## src/rtl/lc3_control_fsm.sv

```systemverilog
// LC-3 instruction sequencer: drives datapath load enables, bus gates, mux selects and SRAM strobes.
// Latency: outputs are registered and always reflect the current state; memory states last MEM_WAIT+1 cycles.
// Backpressure: none; the only stalls are the memory wait counter and the Continue handshake in PAUSE.
module lc3_control_fsm #(
    parameter int unsigned MEM_WAIT = 2
) (
    input  logic       Clk,
    input  logic       Reset,
    input  logic       Run,
    input  logic       Continue,
    input  logic [3:0] Opcode,
    input  logic       IR_5,
    input  logic       IR_11,
    input  logic       BEN,
    output logic       LD_MAR,
    output logic       LD_MDR,
    output logic       LD_IR,
    output logic       LD_BEN,
    output logic       LD_CC,
    output logic       LD_REG,
    output logic       LD_PC,
    output logic       LD_LED,
    output logic       GatePC,
    output logic       GateMDR,
    output logic       GateALU,
    output logic       GateMARMUX,
    output logic [1:0] PCMUX,
    output logic [1:0] ADDR2MUX,
    output logic [1:0] ALUK,
    output logic       DRMUX,
    output logic       SR1MUX,
    output logic       SR2MUX,
    output logic       ADDR1MUX,
    output logic       MIO_EN,
    output logic       Mem_CE,
    output logic       Mem_UB,
    output logic       Mem_LB,
    output logic       Mem_OE,
    output logic       Mem_WE
);

    localparam logic [2:0] WAIT_LOAD = 3'(MEM_WAIT);

    typedef enum logic [4:0] {
        HALTED, FETCH1, FETCH2, FETCH3, DECODE,
        S_ADD, S_AND, S_NOT, BR, BR_TAKE, JMP,
        JSR1, JSR2, LDR1, LDR2, LDR3, STR1, STR2, STR3,
        PAUSE1, PAUSE2
    } state_t;

    typedef struct packed {
        logic       ld_mar;
        logic       ld_mdr;
        logic       ld_ir;
        logic       ld_ben;
        logic       ld_cc;
        logic       ld_reg;
        logic       ld_pc;
        logic       ld_led;
        logic       gate_pc;
        logic       gate_mdr;
        logic       gate_alu;
        logic       gate_marmux;
        logic [1:0] pcmux;
        logic [1:0] addr2mux;
        logic [1:0] aluk;
        logic       drmux;
        logic       sr1mux;
        logic       sr2mux;
        logic       addr1mux;
        logic       mio_en;
        logic       mem_ce;
        logic       mem_ub;
        logic       mem_lb;
        logic       mem_oe;
        logic       mem_we;
    } ctrl_t;

    state_t     state;
    state_t     nxt_state;
    logic [2:0] cnt;
    logic [2:0] nxt_cnt;
    ctrl_t      ctrl_q;
    ctrl_t      ctrl_nxt;

    // Control word for a given state. The wait count only matters for the
    // read states, where the MDR is loaded on the last cycle of the hold.
    function automatic ctrl_t decode_ctrl(input state_t s, input logic [2:0] c,
                                          input logic ir5, input logic ir11);
        ctrl_t o;
        o        = '0;
        o.mem_ce = 1'b1;
        o.mem_ub = 1'b1;
        o.mem_lb = 1'b1;
        o.mem_oe = 1'b1;
        o.mem_we = 1'b1;
        case (s)
            FETCH1: begin
                o.gate_pc = 1'b1;
                o.ld_mar  = 1'b1;
                o.ld_pc   = 1'b1;
            end
            FETCH2, LDR2: begin
                o.mem_oe = 1'b0;
                o.mio_en = 1'b1;
                o.ld_mdr = (c == 3'd0);
            end
            FETCH3: begin
                o.gate_mdr = 1'b1;
                o.ld_ir    = 1'b1;
            end
            DECODE: o.ld_ben = 1'b1;
            S_ADD, S_AND, S_NOT: begin
                o.gate_alu = 1'b1;
                o.ld_reg   = 1'b1;
                o.ld_cc    = 1'b1;
                o.sr1mux   = 1'b1;
                if (s == S_NOT) begin
                    o.aluk = 2'b10;
                end else begin
                    o.sr2mux = ir5;
                    o.aluk   = (s == S_AND) ? 2'b01 : 2'b00;
                end
            end
            BR_TAKE: begin
                o.ld_pc    = 1'b1;
                o.pcmux    = 2'b10;
                o.addr2mux = 2'b10;
            end
            JMP: begin
                o.ld_pc    = 1'b1;
                o.pcmux    = 2'b10;
                o.addr1mux = 1'b1;
                o.sr1mux   = 1'b1;
            end
            JSR1: begin
                o.gate_pc = 1'b1;
                o.ld_reg  = 1'b1;
                o.drmux   = 1'b1;
            end
            JSR2: begin
                o.ld_pc = 1'b1;
                o.pcmux = 2'b10;
                if (ir11) begin
                    o.addr2mux = 2'b11;
                end else begin
                    o.addr1mux = 1'b1;
                    o.sr1mux   = 1'b1;
                end
            end
            LDR1, STR1: begin
                o.gate_marmux = 1'b1;
                o.ld_mar      = 1'b1;
                o.addr1mux    = 1'b1;
                o.addr2mux    = 2'b01;
                o.sr1mux      = 1'b1;
            end
            LDR3: begin
                o.gate_mdr = 1'b1;
                o.ld_reg   = 1'b1;
                o.ld_cc    = 1'b1;
            end
            STR2: begin
                o.gate_alu = 1'b1;
                o.aluk     = 2'b11;
                o.ld_mdr   = 1'b1;
            end
            STR3: o.mem_we = 1'b0;
            PAUSE1, PAUSE2: o.ld_led = 1'b1;
            default: ;
        endcase
        // Chip and byte enables follow any active memory strobe.
        if (!o.mem_oe || !o.mem_we) begin
            o.mem_ce = 1'b0;
            o.mem_ub = 1'b0;
            o.mem_lb = 1'b0;
        end
        return o;
    endfunction

    // Next state, next wait count and the control word that goes with them.
    always_comb begin
        nxt_state = state;
        nxt_cnt   = cnt;
        case (state)
            HALTED:  if (Run) nxt_state = FETCH1;
            FETCH1: begin
                nxt_state = FETCH2;
                nxt_cnt   = WAIT_LOAD;
            end
            FETCH2:  if (cnt == 3'd0) nxt_state = FETCH3; else nxt_cnt = cnt - 3'd1;
            FETCH3:  nxt_state = DECODE;
            DECODE: begin
                case (Opcode)
                    4'b0001: nxt_state = S_ADD;
                    4'b0101: nxt_state = S_AND;
                    4'b1001: nxt_state = S_NOT;
                    4'b0000: nxt_state = BR;
                    4'b1100: nxt_state = JMP;
                    4'b0100: nxt_state = JSR1;
                    4'b0110: nxt_state = LDR1;
                    4'b0111: nxt_state = STR1;
                    4'b1101: nxt_state = PAUSE1;
                    default: nxt_state = FETCH1;
                endcase
            end
            S_ADD, S_AND, S_NOT, BR_TAKE, JMP, JSR2, LDR3: nxt_state = FETCH1;
            BR:      nxt_state = BEN ? BR_TAKE : FETCH1;
            JSR1:    nxt_state = JSR2;
            LDR1: begin
                nxt_state = LDR2;
                nxt_cnt   = WAIT_LOAD;
            end
            LDR2:    if (cnt == 3'd0) nxt_state = LDR3; else nxt_cnt = cnt - 3'd1;
            STR1:    nxt_state = STR2;
            STR2: begin
                nxt_state = STR3;
                nxt_cnt   = WAIT_LOAD;
            end
            STR3:    if (cnt == 3'd0) nxt_state = FETCH1; else nxt_cnt = cnt - 3'd1;
            PAUSE1:  if (Continue) nxt_state = PAUSE2;
            PAUSE2:  if (!Continue) nxt_state = FETCH1;
            default: nxt_state = HALTED;
        endcase
        ctrl_nxt = decode_ctrl(nxt_state, nxt_cnt, IR_5, IR_11);
    end

    // State, wait counter and registered control word; reset parks everything in HALTED.
    always_ff @(posedge Clk or posedge Reset) begin
        if (Reset) begin
            state  <= HALTED;
            cnt    <= 3'd0;
            ctrl_q <= decode_ctrl(HALTED, 3'd0, 1'b0, 1'b0);
        end else begin
            state  <= nxt_state;
            cnt    <= nxt_cnt;
            ctrl_q <= ctrl_nxt;
        end
    end

    assign LD_MAR     = ctrl_q.ld_mar;
    assign LD_MDR     = ctrl_q.ld_mdr;
    assign LD_IR      = ctrl_q.ld_ir;
    assign LD_BEN     = ctrl_q.ld_ben;
    assign LD_CC      = ctrl_q.ld_cc;
    assign LD_REG     = ctrl_q.ld_reg;
    assign LD_PC      = ctrl_q.ld_pc;
    assign LD_LED     = ctrl_q.ld_led;
    assign GatePC     = ctrl_q.gate_pc;
    assign GateMDR    = ctrl_q.gate_mdr;
    assign GateALU    = ctrl_q.gate_alu;
    assign GateMARMUX = ctrl_q.gate_marmux;
    assign PCMUX      = ctrl_q.pcmux;
    assign ADDR2MUX   = ctrl_q.addr2mux;
    assign ALUK       = ctrl_q.aluk;
    assign DRMUX      = ctrl_q.drmux;
    assign SR1MUX     = ctrl_q.sr1mux;
    assign SR2MUX     = ctrl_q.sr2mux;
    assign ADDR1MUX   = ctrl_q.addr1mux;
    assign MIO_EN     = ctrl_q.mio_en;
    assign Mem_CE     = ctrl_q.mem_ce;
    assign Mem_UB     = ctrl_q.mem_ub;
    assign Mem_LB     = ctrl_q.mem_lb;
    assign Mem_OE     = ctrl_q.mem_oe;
    assign Mem_WE     = ctrl_q.mem_we;

endmodule

```

## config.mk

```make
export PLATFORM = sky130hd
export DESIGN_NAME = lc3_control_fsm
export DESIGN_NICKNAME = d
export VERILOG_FILES = /design/src/rtl/lc3_control_fsm.sv
export SDC_FILE = /design/constraint.sdc
export NUM_CORES = 1
export LEC_CHECK = 0
export ABC_AREA = 1
export BUFFER_PORTS_ARGS = -buffer_cell sky130_fd_sc_hd__buf_2
export CAP_MARGIN = 0
export CORE_MARGIN = 8
export CORE_UTILIZATION = 34
export CTS_CLUSTER_DIAMETER = 80
export CTS_CLUSTER_SIZE = 12
export DETAILED_ROUTE_END_ITERATION = 12
export GPL_ROUTABILITY_DRIVEN = 1
export PLACE_DENSITY = 0.58
export REMOVE_ABC_BUFFERS = 1
export SYNTH_ARGS = -nofsm -noshare
export SYNTH_HDL_FRONTEND = slang
export SYNTH_SLANG_ARGS = --single-unit
```

## constraint.sdc

```tcl
create_clock -name Clk -period 5.3 [get_ports Clk]
set_clock_uncertainty 0.1 [all_clocks]
set_input_delay 0.795 -clock Clk [delete_from_list [all_inputs] [get_ports Clk]]
set_output_delay 0.795 -clock Clk [all_outputs]
set_load 0.1 [all_outputs]
```

==> reports/summary.md <==
The flow ran to the end, and the final reports show no timing, DRC or antenna violations. TritonCTS built the clock tree. The warning count from the yosys run is 0, and the final worst-path cycle share is 41.0%. Setup violations remaining at the end of the flow were counted as 0. The effective utilization at floorplan was 35.5%; the number of clock buffers inserted by TritonCTS was 5. Counting both buffers and inverters, the worst setup path holds a total of 4.

The number of setup buffers added after CTS is 0. For the clock net sink count, the log shows 33. Setup repair after global routing left no endpoint under its margin. The data required time at the worst endpoint came out at 5420 ps. The die is 89.2 um tall. The number of hold-repair buffers added at the cts stage came out at 0. The floorplan has 26 rows. The first detailed-routing pass ran for 4 iterations. Ranked by instance count, the synthesized netlist is headed by 64 x sky130_fd_sc_hd__nand2_1, 32 x sky130_fd_sc_hd__inv_1, 30 x sky130_fd_sc_hd__dfrtp_1.

Pin count of the biggest net entering global routing: 34. The critical path start-end classification is primary input to flop. Traced cell by cell, the critical path runs through buf_2 -> inv_1 -> ha_1 -> nand3_1 -> nand2_1 -> nand2_1 -> nand4_2 -> nor2_1 -> inv_1 -> nand2_1 -> nand2_2 -> inv_2 -> nand2_1 -> nand2_1.

The clock reaches the later pin of the worst-skew pair after 280 ps. CTS placed an instance of sky130_fd_sc_hd__clkbuf_8 at the clock tree root. Among all cell types in the netlist, the one instantiated most often is sky130_fd_sc_hd__nand2_1. The post-detailed-route via-to-cell ratio is 4.55. The tools report the kind of end point of the critical path as a flop. The portion of the post-synthesis area used by sequential elements came out at 45.5%. Based on the critical path, the design can be clocked at up to 460 MHz. The mean area per synthesized cell is 7.79 um^2. In the final design database the tool counted 292 nets.

The depth of the worst register-to-register path came out at 7. The startpoint of the tightest hold check path is cnt[0]$_DFF_PP0_. The clock edge transition at the registers on the reported setup and hold paths works out to 60 ps.

For the total overflow reported by the global router, the log shows 0. The deepest level of the CTS H-tree is 2, and the post-synthesis cell count is 234. The synthesized design contains 0 enable-type register cells. The tools report the number of nets still failing antenna checks after routing as 0. The most numerous cell type found on the critical path is sky130_fd_sc_hd__nand2_1. Launching element of the worst setup path: Opcode[0]. The logs give 0 for the number of endpoints with negative hold slack in the final report and 0 for the final routed DRC violation total.

For the number of antenna violations at the first check in global routing, the log shows 0. Dominant delay contributor by cell family on the critical path: simple AND/OR/NAND/NOR gates. The die outline width is 89.2 um. Dividing the detail-routed wire length by the instance count gives 11.6 um.

The core region is 5140 um^2. At the end of routability-driven placement, the weighted congestion stood at 0.832. The synthesized netlist occupies a cell area of 1820 um^2. The tools report the setup TNS after final layout as 0 ps. The tools report the launching point of the worst reg2reg path as state[2]$_DFF_PP0_. After synthesis, the largest area contributor takes up 41.2% of total cell area. The library cell occupying the most area in the post-synthesis netlist was sky130_fd_sc_hd__dfrtp_1. Sorting the synthesized cells by area gives the leading types as sky130_fd_sc_hd__dfrtp_1 41%, sky130_fd_sc_hd__nand2_1 13%, sky130_fd_sc_hd__nand3_1 7.4%, sky130_fd_sc_hd__inv_1 6.6%, sky130_fd_sc_hd__nor2_1 4.7%. The most instantiated flip-flop cell in the synthesis netlist was sky130_fd_sc_hd__dfrtp_1. The logs give 1539 for the number of global-route vias before repair and 1576 for the count of vias placed by the detailed router. In this run, post-CTS repair resized a total of 0 instances. The clock passes through at most 2 buffers. During placement, the flow inserted port buffers numbering 37. The smallest clock period supported by the final layout is computed as 2180 ps. The filler cells instantiated in the layout total 557.

39 I/O pins were placed. Counting flops with an async set or reset pin after synthesis yields a share of 100%. The growth of design area from synthesis to finish is 19.9%. The tools report the number of max-cap violations as 0. The placed wire-length estimate is 3190 um.

In the final layout, the share of cells above drive strength 1 is 25.7%. Critical path arrival: 2300 ps. Number of register bits inferred by synthesis: 33. The repair_antennas step left the layout with diodes totalling 0. The die covers 7960 um^2. For the global-route wire length before repair, the log shows 6780 um. The class of the tightest hold or removal check is flop to flop.

In this run the worst path has a maximum fanout of 7. The run gives 90 as the number of DRC markers after the initial detailed-route iteration. The logs give 0 for the number of pins with negative max-slew slack in the final report and 10.9% for the combined global-route utilization of all metal layers. The delay of the slowest critical-path stage was 280 ps; the wire length after detailed routing was 4030 um. The slowest stage of the critical path is the sky130_fd_sc_hd__ha_1 cell. The kind of start point of the critical path is a primary input. Along the worst hold path, the cell count comes to 3. The critical path depth came out at 14.

The netlist uses 30 different library cells.
sequential cells by signal, summed over array words and instances, names as in the netlist, 2 cells and up:
signal / count
cnt: 3
ALUK: 2
state: 5
ADDR2MUX: 2
cell type report:
| cell class | count | area [um^2] | area share (%) |
|---|---|---|---|
| sequential | 33 | 830 | 38.0 |
| multi-input combinational | 161 | 825 | 37.7 |
| timing repair buffer | 38 | 193 | 8.82 |
| inverter | 36 | 135 | 6.18 |
| tap | 70 | 87.6 | 4.01 |
| clock buffer | 7 | 86.3 | 3.95 |
| clock inverter | 1 | 30.0 | 1.37 |
layer usage:
layer | track usage [%] | wire length [um]
met2 | 17.4 | 1820
met4 | 4.53 | 29
met5 | 0 | 0
met3 | 2.30 | 241
met1 | 13.9 | 1930
layout by cell type (no fill, tap or decap):
cell type	count
sky130_fd_sc_hd__a21oi_1	2
sky130_fd_sc_hd__a21oi_2	1
sky130_fd_sc_hd__buf_2	37
sky130_fd_sc_hd__buf_4	1
sky130_fd_sc_hd__bufinv_16	1
sky130_fd_sc_hd__clkbuf_1	1
sky130_fd_sc_hd__clkbuf_8	6
sky130_fd_sc_hd__conb_1	1
sky130_fd_sc_hd__dfrtp_1	30
sky130_fd_sc_hd__dfstp_2	3
sky130_fd_sc_hd__ha_1	6
sky130_fd_sc_hd__inv_1	32
sky130_fd_sc_hd__inv_2	4
sky130_fd_sc_hd__nand2_1	64
sky130_fd_sc_hd__nand2_2	4
sky130_fd_sc_hd__nand3_1	27
sky130_fd_sc_hd__nand3_2	2
sky130_fd_sc_hd__nand3b_1	2
sky130_fd_sc_hd__nand4_1	5
sky130_fd_sc_hd__nand4_2	3
sky130_fd_sc_hd__nor2_1	23
sky130_fd_sc_hd__nor2_2	5
sky130_fd_sc_hd__nor2_4	1
sky130_fd_sc_hd__nor3_1	1
sky130_fd_sc_hd__nor3_2	1
sky130_fd_sc_hd__o211ai_1	1
sky130_fd_sc_hd__o21ai_0	5
sky130_fd_sc_hd__o21ai_1	2
sky130_fd_sc_hd__o21ai_2	1
sky130_fd_sc_hd__o22ai_1	1
sky130_fd_sc_hd__or2_1	1
sky130_fd_sc_hd__or2_2	1
sky130_fd_sc_hd__xnor2_1	1
worst min-delay path, delay by kind of cell (launching register included):
family / cells / cell delay [ps]
flops: 1 / 340
simple gates: 2 / 130
compound gates: 1 / 70
per-stage QoR:
stage                     instance area, um^2  utilization [%]  std cells  hold WS (ps)  setup slack (ps)
final                                    2190             42.5        346           480              3120
after global routing                     2190             42.5        346           526              2930
after CTS                                2190             42.5        346           484              3140
after detailed placement                 2070             40.3        338           476              2850
after global placement                   2070             40.3        338           470              2880
after floorplan                          1790                -        230           420              2920
cells by family after synthesis:
group                      after synthesis  share of synthesized area (%)
and+or+nand+nor                        140                           36.2
buffers and inverters                   40                           9.27
DFF                                     33                           45.5
AOI/OAI and AO/OA                       13                           4.19
adders and majority gates                6                           4.12
xor gates and xnor gates                 1                          0.481
other                                    1                          0.206
path summary, 6_finish.rpt:
check,end,slack [ps]
hold reg to reg,cnt[0]$_DFF_PP0_,480
max in group asynchronous,Mem_OE$_DFF_PP1_,4290
setup reg to reg,GateMDR$_DFF_PP0_,3250
hold / removal,cnt[0]$_DFF_PP0_,480
min in group asynchronous,SR1MUX$_DFF_PP0_,490
setup / recovery,LD_MDR$_DFF_PP0_,3120
Power is left out: the tool's default activity adds up to more than one toggle a clock period on the data nets, which glitch-free logic cannot reach.
